File: config.mk
export PLATFORM = sky130hd
export DESIGN_NAME = serial_twoscomp
export DESIGN_NICKNAME = d
export VERILOG_FILES = /design/src/rtl/serial_twoscomp.sv
export SDC_FILE = /design/constraint.sdc
export NUM_CORES = 1
export LEC_CHECK = 0
export BUFFER_PORTS_ARGS = -buffer_cell sky130_fd_sc_hd__buf_2
export CAP_MARGIN = 20
export CORE_AREA = 2 2 68 70
export DETAILED_ROUTE_END_ITERATION = 12
export DIE_AREA = 0 0 70 72
export GPL_ROUTABILITY_DRIVEN = 0
export GPL_TIMING_DRIVEN = 0
export PLACE_DENSITY = 0.62
export SLEW_MARGIN = 15
export SYNTH_ARGS = -nofsm -noshare
export SYNTH_HDL_FRONTEND = slang
export SYNTH_SLANG_ARGS = --single-unit
File: constraint.sdc
create_clock -name clk -period 2 [get_ports clk]
set_clock_uncertainty 0.2 [all_clocks]
set_input_delay 0.3 -clock clk [delete_from_list [all_inputs] [get_ports clk]]
set_output_delay 0.3 -clock clk [all_outputs]
set_load 0.02 [all_outputs]
File: src/rtl/serial_twoscomp.sv
// Bit-serial two's complement converter. An operand is captured on start and
// then processed LSB first, one bit per cycle. Negation uses the copy-until-
// first-one rule: bits up to and including the first set bit pass unchanged,
// and every later bit is inverted. The finished result is also assembled in
// parallel on out.
module serial_twoscomp #(
    parameter int unsigned WIDTH = 8
) (
    input  logic             clk,
    input  logic             reset,
    input  logic             start,
    input  logic [WIDTH-1:0] d,
    input  logic             complement,
    output logic             busy,
    output logic             sout,
    output logic             sout_valid,
    output logic             done,
    output logic [WIDTH-1:0] out,
    output logic             overflow
);

    localparam int unsigned CW = (WIDTH > 1) ? $clog2(WIDTH) : 1;
    localparam logic [CW-1:0] LastBit = CW'(WIDTH - 1);
    // Most negative value: only the sign bit set.
    localparam logic [WIDTH-1:0] MinNeg = {1'b1, {(WIDTH-1){1'b0}}};

    typedef enum logic [1:0] {
        StIdle  = 2'd0,
        StShift = 2'd1,
        StDone  = 2'd2
    } state_e;

    state_e           state_q;
    logic [WIDTH-1:0] d_q;
    logic             comp_q;
    logic [CW-1:0]    cnt_q;
    logic             seen_q;
    logic [WIDTH-1:0] out_q;
    logic             done_q;
    logic             ovf_q;
    logic             cur_bit;
    logic             res_bit;

    // Result bit for the current SHIFT cycle, derived from registered state only.
    always_comb begin
        cur_bit = d_q[cnt_q];
        res_bit = cur_bit ^ (comp_q & seen_q);
    end

    // Conversion FSM together with its datapath and registered status outputs.
    always_ff @(posedge clk) begin
        if (reset) begin
            state_q <= StIdle;
            d_q     <= '0;
            comp_q  <= 1'b0;
            cnt_q   <= '0;
            seen_q  <= 1'b0;
            out_q   <= '0;
            done_q  <= 1'b0;
            ovf_q   <= 1'b0;
        end else begin
            unique case (state_q)
                StIdle: begin
                    done_q <= 1'b0;
                    ovf_q  <= 1'b0;
                    if (start) begin
                        state_q <= StShift;
                        d_q     <= d;
                        comp_q  <= complement;
                        cnt_q   <= '0;
                        seen_q  <= 1'b0;
                        out_q   <= '0;
                    end
                end
                StShift: begin
                    out_q[cnt_q] <= res_bit;
                    seen_q       <= seen_q | cur_bit;
                    if (cnt_q == LastBit) begin
                        state_q <= StDone;
                        done_q  <= 1'b1;
                        ovf_q   <= comp_q && (d_q == MinNeg);
                    end else begin
                        cnt_q <= cnt_q + 1'b1;
                    end
                end
                StDone: begin
                    // start is deliberately ignored here.
                    state_q <= StIdle;
                    done_q  <= 1'b0;
                    ovf_q   <= 1'b0;
                end
                default: begin
                    state_q <= StIdle;
                    done_q  <= 1'b0;
                    ovf_q   <= 1'b0;
                end
            endcase
        end
    end

    // Output decode from registered state.
    always_comb begin
        busy       = (state_q == StShift) || (state_q == StDone);
        sout_valid = (state_q == StShift);
        sout       = (state_q == StShift) ? res_bit : 1'b0;
        done       = done_q;
        out        = out_q;
        overflow   = ovf_q;
    end

endmodule

After elaboration in Yosys (flattened, before gate mapping):

Cells that the tools add are included.

* logic and storage cells: 48
* flip-flop bits (word level): 25
* bits of input ports: 12

* muxes and demuxes: 16
* equal/unequal tests: 7
* bitwise logic cells: 4
* add/subtract/negate cells: 1
* order comparisons: 2
* reduce and logical (&&, ||, !) cells: 10

Operators by type and width (count)
* case mux 8 bit (2 select lines): 1
* bitwise mux 8 bit: 1
* equality test 8 bit, second input constant: 1
* two-way mux 8 bit: 1
* two-way mux 3 bit: 2
* case mux 3 bit (2 select lines): 1
* AND reduction 2 bit: 3
* < comparator 3 x 4 -> 1 bit, second input constant: 1
* two-way mux 1 bit: 4
* two-way mux 2 bit: 2
* inequality test 2 bit, second input constant: 2
* case mux 2 bit (2 select lines): 1
* adder 3 x 1 -> 3 bit, second input constant: 1
* binary-select mux 1 bit (select 3 bit): 1
* demux 1 bit (select 3 bit): 1
* equality test 3 bit, second input constant: 1
* greater-or-equal comparator 3 x 1 -> 1 bit, second input constant: 1
* AND reduction 3 bit: 1
* equality test 2 x 1 -> 1 bit, second input constant: 1
* equality test 2 bit, second input constant: 1
* logical AND 1 bit: 2
* zero test 2 bit: 1
* inequality test 2 x 1 -> 1 bit, second input constant: 1
* case mux 1 bit (2 select lines): 1
* 7 further kinds: 7

Depth between registers and ports, before layout:

Gate-level depths: netlist of the first run.

* word-level depth: 6
* mapped depth: 8
* mapped depth without buffers: 6

Worst setup path after synthesis of the first run:

OpenSTA, ideal clock, no wires.

* kind: register -> output
* start: register cnt_q[0]
* end: output sout
* data arrival time: 1.719 ns
* buffers on the path: 1
* slack: -0.219 ns
* cell stages (with the launch flop): 6
* cells stage by stage: dfxtp_1 clkbuf_1 mux4_2 mux2i_4 xnor2_1 nor2_1

* word-level cells in the longest chain between the ends: 4

Ends and longest elaborated chain
* start, declared: line 36 `logic [CW-1:0] cnt_q;`
* start signal, assigned: line 83 `cnt_q <= cnt_q + 1'b1;`
* binary-select mux 1 bit (select 3 bit): line 46 `cur_bit = d_q[cnt_q];`
* two-way mux 1 bit (not written as such): line 46
* XOR 1 bit: line 47 `res_bit = cur_bit ^ (comp_q & seen_q);`
* two-way mux 1 bit: line 105 `sout = (state_q == StShift) ? res_bit : 1'b0;`
* end, declared: line 15 `output logic sout,`

Every way passes these cells. The select of a mux whose other input is x is not followed.

Worst setup path after layout of the first run:

* start: register cnt_q[1]
* end: output sout

Same word-level chain as after synthesis.

==> results.yml, run 1 <==
setup_path:
  cp-start-kind: "flip-flop"
  endpoint: "sout"
  ff2ff_setup_slack_ns: -0.08
  r2r_cells: 7
  cp_max_fo: 2
  timing.rr.end: "out[2]"
  crit_top_cell: "buf_6"
  worstPathCellList: "buf_6 -> mux4_2 -> mux2i_4 -> xnor2_4 -> nor2_4 -> buf_6"
  cp.arrival_ns: 1.81
  cp.required_ns: 1.50
  worst-path-stages: 6
  slowest_stage: "mux4_2"
  r2r-start: "cnt_q[1]"
  critPathMaxStageDelay_ns: 0.51
  end_kind: "output port"
  cp-startpoint: "cnt_q[1]"
  path_delay_family: "multiplexers"
  worstSetupPathType: "flip-flop to output port"
  critPathBufInv: 2
status:
  status: "finished with violations"
  violations: "negative setup slack"
die:
  ios: 25
  die_x_um: 70
  initial_core_util: 0.3040
  die_h_um: 72
  floorplan.die_area_um2: 5040
  rows: 24
  design.core.area_um2: 4264
placed_design:
  dpl.hpwl_um: 2039
  portBuffers: 23
  place_area_um2: 1494
  dp_cells: 229
cts:
  clkLatencyLatePin_ns: 0.27
  cts_tree: "yes"
  cts_buffers: 3
  holdBufCountCts: 0
  cts_buffer_depth: 2
  htreeDepth: 1
  clk_pin_slew_worst_paths_ns: 0.09
  clock_sinks: 25
  root_buffer: "clkbuf_8"
pwr:
  p_leak_nw: 0.6653
  power_density_nw_per_um2: 672.7
  ir_drop_uv: 497.9
synth:
  muxShareOfSynthArea: 0.09942
  synth_top_family_by_area: "simple AND/OR/NAND/NOR gates"
  synth_compound_area_frac: 0.1515
  synth.cell_area_um2: 1296
  ys_types: 32
  synth-xor-area-share: 0.006757
  syn_avg_cell_area_um2: 8.417
  syn_nets: 171
  synthAdderAreaFrac: 0.04826
  synthSimpleGateAreaFrac: 0.2587
  yosysSeqAreaShare: 0.3861
  synthCells: 154
  ys_warn_count: 0
  ys_ff_latch: 25
routing:
  vias_per_cell: 5.025
  drcViolationCount: 0
  vias: 1186
  wirelength_um: 2911
  antenna_left: 0
  drt-initial-drc-count: 82
  avgRoutedWirePerCell_um: 12.33
  first_pass_iters: 4
job:
  maxCapViolCount: 0
sta:
  min_period_ns: 2.312
  setup_ws_ns: -0.3124
  drv_slew: 0
  hold_viol: 0
  worst_slew_pin_slew_ns: 0.4797
  relSlewSlack: 0.6802
  fin_crit_sh: 1.156
  rsz0062_at_grt: "true"
  fmax_mhz: 432.4
  setup_viol: 10
final_layout:
  finalNonFillerCells: 236
  fin_area_um2: 1665
  syn2layout_area_growth_pct: 28.48
  antennaDiodeCount: 0
  drive_above_1_share: 0.2772
  nFillCells: 464
  fin_nets: 202
min_path:
  min_path_type: "input pin to flip-flop"
global_route:
  grt_pass1_wl_um: 4864
  grt-ovfl-total: 0
  grt_pass1_vias: 1034
  grt_max_degree: 16
  grt.total_usage: 0.1181
  antenna_found_initial: 0
[placed cells by master, fill, tap and decap left out, types with 4 or more instances in the layout]
master and n:
nor2_1 9, o21ai_0 4, inv_1 5, ha_1 5, mux2i_1 5, nand4_1 6, clkbuf_1 4, buf_6 4
nand3_1 5, buf_2 22, buf_4 4, nand2_1 25, dfxtp_1 23, a21oi_1 13
[power by group]
group	switching [W]	internal (W)
registers	0.0000161	0.000520
logic	0.000164	0.000107
clock network	0.000172	0.000141
total	0.000352	0.000769
[per-layer routing]
| layer | share of wire | vias up | global-route usage |
|---|---|---|---|
| met3 | 0.034 | 2 | 0.02917 |
| li1 | - | 612 | - |
| met1 | 0.49 | 551 | 0.1707 |
| met4 | 0.0045 | 0 | 0.01923 |
| met5 | 0 | - | 0 |
| met2 | 0.47 | 21 | 0.1831 |
[timing repair]
item	CTS	global route
gates resized for setup	6	13
endpoints found under the hold margin	0	0
pin swaps	2	2
setup endpoints to repair	9	12
buffers inserted	4	2
[worst min-delay path by stage]
stage,from,endpoint,slack (ns),cells past startpoint
2_1_floorplan,d[1],d_q[1],0.24,2
3_3_place_gp,done,done,0.25,2
3_5_place_dp,out[2],out[2],0.26,2
4_1_cts,d[0],d_q[0],0.05,3
5_1_grt,d[1],d_q[1],0.05,3
6_report,d[0],d_q[0],0.05,3
[logic make-up (layout without fill, tap and decap cells)]
logic type,after synthesis,count (layout)
compound gates,32,32
xor+xnor,1,1
fa+ha+maj,5,5
buf+inv,15,45
flops,25,25
mux,9,9
simple gates,67,67
[registers in the layout, summed over array words and instances (netlist names)]
signal / flops
seen_q: 1
d_q: 8
done: 1
state_q: 2
cnt_q: 3
overflow: 1
comp_q: 1
out: 8
[final cells by class]
| type | instances | area, um2 | area share |
|---|---|---|---|
| buffer | 7 | 38.79 | 0.02329 |
| sequential | 25 | 503.0 | 0.3020 |
| timing repair buffer | 29 | 173.9 | 0.1044 |
| clock buffer | 3 | 41.29 | 0.02479 |
| multi-input combinational | 114 | 817.0 | 0.4906 |
| tap | 52 | 65.06 | 0.03907 |
| clock inverter | 1 | 7.507 | 0.004508 |
| inverter | 5 | 18.77 | 0.01127 |
[cells in the mapped netlist]
library cell  instances  share of area
nand2b_1              2         0.0097
o211a_1               1         0.0077
mux2i_4               1          0.017
nor4_1                1         0.0048
ha_1                  5          0.048
nand2_1              25          0.072
o31ai_1               4          0.023
buf_6                 1         0.0087
nor2_1               10          0.029
inv_1                 5          0.014
nand3b_1              3          0.017
nor3b_1               3          0.017
nor2b_1               3          0.014
o21ai_0               4          0.015
mux2i_1               5          0.039
clkbuf_1              9          0.026
nand4_1               6          0.029
or4_1                 2          0.012
nor3_1                2         0.0077
nand3_1               5          0.019
a31oi_1               3          0.014
a22oi_1               3          0.017
and2_1                4          0.019
a311oi_1              1         0.0068
o2bb2ai_1             1         0.0068
mux4_2                2          0.035
a21oi_1              14          0.054
nand4b_1              1         0.0068
mux2_2                1         0.0087
xnor2_1               1         0.0068
dfxtp_1              25           0.39
o21a_1                1         0.0058
[worst reg2reg max path, delay by kind of cell, from the launching register on]
kind	cells	cell delay, ns
AOI/OAI and AO/OA	1	0.22
xor gates and xnor gates	1	0.11
buffers and inverters	3	0.37
DFF	1	0.34
muxes	2	0.77
[per-stage QoR]
stage | utilization | setup TNS (ns) | worst slack (ns) | hold WS, ns | total power (W)
3_5_place_dp | 0.3504 | -1.656 | -0.3436 | 0.2582 | 0.0007806
2_1_floorplan | - | -0.09903 | -0.09903 | 0.2360 | 0.0007224
4_1_cts | 0.3738 | -0.5275 | -0.3186 | 0.04612 | 0.001110
3_3_place_gp | 0.3504 | -1.436 | -0.3402 | 0.2477 | 0.0007787
6_report | 0.3906 | -0.7488 | -0.3124 | 0.05342 | 0.001120
5_1_grt | 0.3906 | -1.495 | -0.3743 | 0.04917 | 0.001191
Power figures use the tool's default switching activity.
==> run 2: changes to the inputs <==
--- a/config.mk
+++ b/config.mk
@@ -5,6 +5,7 @@
 export SDC_FILE = /design/constraint.sdc
 export NUM_CORES = 1
 export LEC_CHECK = 0
+export ABC_AREA = 1
 export BUFFER_PORTS_ARGS = -buffer_cell sky130_fd_sc_hd__buf_2
 export CAP_MARGIN = 20
 export CORE_AREA = 2 2 68 70
@@ -13,6 +14,7 @@
 export GPL_ROUTABILITY_DRIVEN = 0
 export GPL_TIMING_DRIVEN = 0
 export PLACE_DENSITY = 0.62
+export SKIP_LAST_GASP = 1
 export SLEW_MARGIN = 15
 export SYNTH_ARGS = -nofsm -noshare
 export SYNTH_HDL_FRONTEND = slang
==> run 2 against run 1 <==
The flow now finishes without violations. Non-clock buffer count fell by 1. Critical endpoint unchanged. Sequential power rose by 29%. Critical path type unchanged. Hold slack improved by 0.013 ns. Wire length barely moved. Highest routed layer unchanged.
==> results.yml, run 2 <==
status:
  status: "finished, final reports clean"
pwr:
  ir_drop_uv: 654.2
  power_density_nw_per_um2: 1123
  p_leak_nw: 0.8114
routing:
  vias_per_cell: 4.491
  drcViolationCount: 0
  vias: 1217
  first_pass_iters: 4
  wirelength_um: 2910
  drt-initial-drc-count: 36
  avgRoutedWirePerCell_um: 10.74
  antenna_left: 0
setup_path:
  worstSetupPathType: "flip-flop to output port"
  cp.required_ns: 1.50
  critPathMaxStageDelay_ns: 0.39
  worstPathCellList: "nand2_4 -> inv_2 -> nand2_1 -> nand2_1 -> nor2_2 -> nand2_2 -> nand2_2 -> nand3_4 -> inv_2 -> buf_6"
  timing.rr.end: "out[1]"
  r2r-start: "state_q[1]"
  cp-start-kind: "flip-flop"
  cp_max_fo: 7
  r2r_cells: 10
  cp-startpoint: "cnt_q[1]"
  cp.arrival_ns: 1.45
  slowest_stage: "dfxtp_4"
  ff2ff_setup_slack_ns: 0.18
  end_kind: "output port"
die:
  floorplan.die_area_um2: 5040
  rows: 24
  design.core.area_um2: 4264
  initial_core_util: 0.3055
  ios: 25
  die_h_um: 72
  die_x_um: 70
placed_design:
  portBuffers: 24
  place_area_um2: 1488
  dpl.hpwl_um: 2131
synth:
  ys_types: 23
  syn_nets: 201
  yosysSeqAreaShare: 0.3842
  synth_commonest_cells: "39 x nand2_1, 26 x nor2_1, 25 x dfxtp_1, 23 x inv_1, 11 x o21ai_0"
  syn_avg_cell_area_um2: 7.079
  synth_top_area_share: 0.3842
  synthCells: 184
  ys_ff_latch: 25
  ys_warn_count: 0
  yosys.cell_count.top_type: "nand2_1"
  yosysTopAreaCell: "dfxtp_1"
  synth_edf_count: 0
  synthArstFlopShare: 0
  synthFlopType: "dfxtp_1"
  synthTopCellsByArea: "dfxtp_1 38%, nand2_1 11%, nor2_1 7.5%"
  synth.cell_area_um2: 1302
cts:
  htreeDepth: 1
  clkLatencyLatePin_ns: 0.27
  cts_buffer_depth: 2
  cts_tree: "yes"
  cts_buffers: 3
  clk_pin_slew_worst_paths_ns: 0.09
  clock_sinks: 25
  holdBufCountCts: 0
  root_buffer: "clkbuf_8"
sta:
  fmax_mhz: 512.7
  setup_viol: 0
  fin_setup_tns_ns: 0
  worst_slew_pin_slew_ns: 0.3624
  hold_viol: 0
  fin_crit_sh: 0.9753
  rsz0062_at_grt: "true"
  min_period_ns: 1.951
  drv_slew: 0
  relSlewSlack: 0.7584
final_layout:
  final_util: 0.3809
  multi_input_area_um2: 684.4
  seqCellArea_um2: 511.7
  nFillCells: 484
  fin_area_um2: 1624
  fin_nets: 237
  syn2layout_area_growth_pct: 24.69
  final_common_cell: "nand2_1"
  mostFrequentLayoutCells: "35 x nand2_1, 26 x nor2_1, 23 x buf_2, 22 x dfxtp_1, 21 x inv_1"
  antennaDiodeCount: 0
  drive_above_1_share: 0.3196
global_route:
  grt.total_usage: 0.1213
  grt_pass1_vias: 1124
  antenna_found_initial: 0
  grt-ovfl-total: 0
  grt_pass1_wl_um: 5023
  grt_max_degree: 14
min_path:
  whs_endpoint: "cnt_q[1]"
  hold_path_depth: 2
  hp-start: "reset"
  min_path_type: "input pin to flip-flop"
job:
  maxCapViolCount: 0
run 2: cell types whose count changed in the layout (fill, tap and decap cells not counted), sizes merged, moves of 4 or more:
| cell | before | now |
|---|---|---|
| inv | 5 | 28 |
| nor2 | 10 | 30 |
| nand2 | 25 | 43 |
| o21ai | 4 | 19 |
| nand3 | 5 | 12 |
| mux2i | 6 | 0 |
| nand4 | 6 | 1 |
| and2 | 4 | 0 |
| o31ai | 4 | 0 |
run 2: power breakdown:
part / leakage, nW / switching [W] / internal [W]
registers: 0.206 / 0.0000992 / 0.000595
clock network: 0.0228 / 0.000159 / 0.000142
logic: 0.582 / 0.000505 / 0.000323
run 2: metrics by stage:
step	hold slack [ns]	total power, W	setup slack, ns	cells
floorplan	0.1691	0.001256	0.2450	184
global route	0.06184	0.001960	-0.05585	271
global placement	0.2533	0.001414	0.09099	260
finish	0.06633	0.001823	0.04935	271
detailed placement	0.2555	0.001426	0.07492	260
CTS	0.06590	0.001742	0.005872	265
run 2: cell families after synthesis:
kind of cell	synth area share
AND/OR/NAND/NOR	0.2997
AO/OA/AOI/OAI	0.1537
buffers and inverters	0.1076
flip-flops	0.3842
adder cells (fa/ha/maj)	0.04803
XOR/XNOR	0.006726
run 2: timing repair:
action | CTS | global route
gates resized for setup | 8 | 10
pin swaps | 1 | 5
buffers inserted | 2 | 6
setup endpoints to repair | 1 | 6
run 2: final cells by class:
class | count | area share
well taps | 52 | 0.04006
repair buffers | 32 | 0.1148
plain buffers | 3 | 0.01156
clock buffers | 4 | 0.02773
flip-flops and latches | 25 | 0.3151
multi-input cells | 127 | 0.4214
inverters | 28 | 0.06934
run 2: per-layer routing:
metal	wire length, um	vias to the layer above	GRT usage
li1	-	652	-
met1	1442	536	0.1605
met2	1306	27	0.1979
met3	148	2	0.03611
met4	13	0	0.02564
met5	0	-	0
run 2: worst max path at each step:
| stage | end | slack (ns) | depth (start not counted) |
|---|---|---|---|
| finish | sout | 0.05 | 10 |
| global route | sout | -0.06 | 10 |
| CTS | sout | 0.006 | 10 |
| floorplan | out[6] | 0.25 | 9 |
| detailed placement | sout | 0.07 | 9 |
| global placement | sout | 0.09 | 9 |
run 2: worst max-delay path: cells and delay by family, from the launching register on:
| kind | cells | cell delay (ns) |
|---|---|---|
| DFF | 1 | 0.39 |
| and+or+nand+nor | 7 | 0.57 |
| buffers and inverters | 3 | 0.20 |
==> run 3: changes to the inputs <==
--- a/config.mk
+++ b/config.mk
@@ -14,8 +14,10 @@
 export GPL_ROUTABILITY_DRIVEN = 0
 export GPL_TIMING_DRIVEN = 0
 export PLACE_DENSITY = 0.62
+export RECOVER_POWER = 50
 export SKIP_LAST_GASP = 1
 export SLEW_MARGIN = 15
 export SYNTH_ARGS = -nofsm -noshare
 export SYNTH_HDL_FRONTEND = slang
 export SYNTH_SLANG_ARGS = --single-unit
+export TNS_END_PERCENT = 30
==> run 3 against run 2 <==
Setup slack got worse by 0.0038 ns. Wire length rose by 0.52%. Flip-flop and latch count did not move. Clock-buffer cell count did not move. Cell count fell by 0.37%. Highest routed layer unchanged. Via count fell by 0.58%. Register-to-register slack barely moved. Clock power barely moved. Global-route usage did not move. Largest power group unchanged. First-iteration DRC count rose by 14%. Core utilization fell by 0.47 points.
==> results.yml, run 3 (synthesis results as in run 2) <==
sta:
  fmax_mhz: 511.7
  hold_viol: 0
  fin_setup_tns_ns: 0
  relSlewSlack: 0.7577
  setup_viol: 0
  min_period_ns: 1.954
  fin_crit_sh: 0.9772
  rsz0062_at_grt: "true"
  drv_slew: 0
  worst_slew_pin_slew_ns: 0.3634
pwr:
  ir_drop_uv: 662.7
  power_density_nw_per_um2: 1134
  total_power_w: 0.001819
  p_leak_nw: 0.7623
die:
  initial_core_util: 0.3055
  die_x_um: 70
  rows: 24
  floorplan.die_area_um2: 5040
  design.core.area_um2: 4264
  die_h_um: 72
  ios: 25
global_route:
  met1_usage: 0.1605
  grt_max_degree: 14
  antenna_found_initial: 0
  grt-ovfl-total: 0
  grt_pass1_wl_um: 5023
  grt_busiest_layer: "met2"
  grt_pass1_vias: 1124
  grt.total_usage: 0.1213
  use_met3: 0.03611
  use_met2: 0.1979
cts:
  htreeDepth: 1
  cts_buffer_depth: 2
  holdBufCountCts: 0
  clk_pin_slew_worst_paths_ns: 0.09
  root_buffer: "clkbuf_8"
  clkLatencyLatePin_ns: 0.27
  cts_tree: "yes"
  cts_buffers: 3
  clock_sinks: 25
routing:
  avgRoutedWirePerCell_um: 10.83
  first_pass_iters: 4
  vias_per_cell: 4.481
  vias: 1210
  drcViolationCount: 0
  drt-initial-drc-count: 41
  antenna_left: 0
  wirelength_um: 2925
setup_path:
  worstSetupPathType: "flip-flop to output port"
  cp.required_ns: 1.50
  cp-start-kind: "flip-flop"
  end_kind: "output port"
  cp_max_fo: 7
  cp.arrival_ns: 1.45
final_layout:
  antennaDiodeCount: 0
  nFillCells: 490
  drive_above_1_share: 0.2706
  syn2layout_area_growth_pct: 23.15
  fin_nets: 236
  finalNonFillerCells: 270
  final_common_cell: "nand2_1"
  multi_input_area_um2: 684.4
  mostFrequentLayoutCells: "35 x nand2_1, 26 x nor2_1, 22 x dfxtp_1, 21 x inv_1"
  seqCellArea_um2: 511.7
status:
  status: "finished, final reports clean"
placed_design:
  dpl.hpwl_um: 2131
  portBuffers: 24
  dp_cells: 260
min_path:
  min_path_type: "input pin to flip-flop"
job:
  maxCapViolCount: 0
-- run 3: changes by cell type in the layout (fill, tap and decap cells not counted) --
cell      delta
buf_4        -1
buf_2       -10
clkbuf_1    +10
-- run 3: layer usage --
layer  routed length, um  vias to the layer above
met3                 156                        2
met1                1452                      531
met2                1302                       26
met5                   0                        -
li1                    -                      651
met4                  13                        0
-- run 3: worst max-delay path, cell delays in order (launching register included) --
cell	delay (ns)
dfxtp_4	0.39
nand2_4	0.09
inv_2	0.04
nand2_1	0.05
nand2_1	0.06
nor2_2	0.15
nand2_2	0.07
nand2_2	0.08
nand3_4	0.07
inv_2	0.06
buf_6	0.10
-- run 3: metrics by stage --
stage / utilization / cell area (um2) / worst slack [ns] / hold WS, ns
final: 0.3762 / 1604 / 0.04559 / 0.06328
after global routing: 0.3762 / 1604 / -0.05585 / 0.06184
after CTS: 0.3641 / 1553 / 0.005872 / 0.06590
after detailed placement: 0.3489 / 1488 / 0.07492 / 0.2555
after global placement: 0.3489 / 1488 / 0.09099 / 0.2533
after floorplan: - / 1303 / 0.2450 / 0.1691
-- run 3: timing repair --
action | 4_1_cts | 5_1_grt
hold endpoints to repair | 0 | 0
endpoints found under the setup margin | 1 | 6
resized for setup | 8 | 10
pin swaps | 1 | 5
buffers inserted | 2 | 5
-- run 3: where the power goes --
part	switching [W]	total (W)	leakage (nW)	internal (W)
clock network	0.000161	0.000304	0.0228	0.000143
logic	0.000504	0.000821	0.533	0.000317
registers	0.0000994	0.000694	0.206	0.000595
total	0.000765	0.00182	0.762	0.00105
-- run 3: layout make-up --
cell class | count | area share
inverter | 28 | 0.07020
clock buffer | 4 | 0.02808
multi-input combinational | 127 | 0.4267
tap | 52 | 0.04056
buffer | 3 | 0.01170
sequential | 25 | 0.3190
timing repair buffer | 31 | 0.1037
-- run 3: path summary, 6_finish.rpt --
kind / to / from / cells past startpoint / slack, ns
worst max-delay path: sout / cnt_q[1] / 10 / 0.05
worst min-delay path: cnt_q[1] / reset / 2 / 0.06
worst max register to register: out[7] / state_q[0] / 11 / 0.19
worst min register to register: done / done / 2 / 0.28
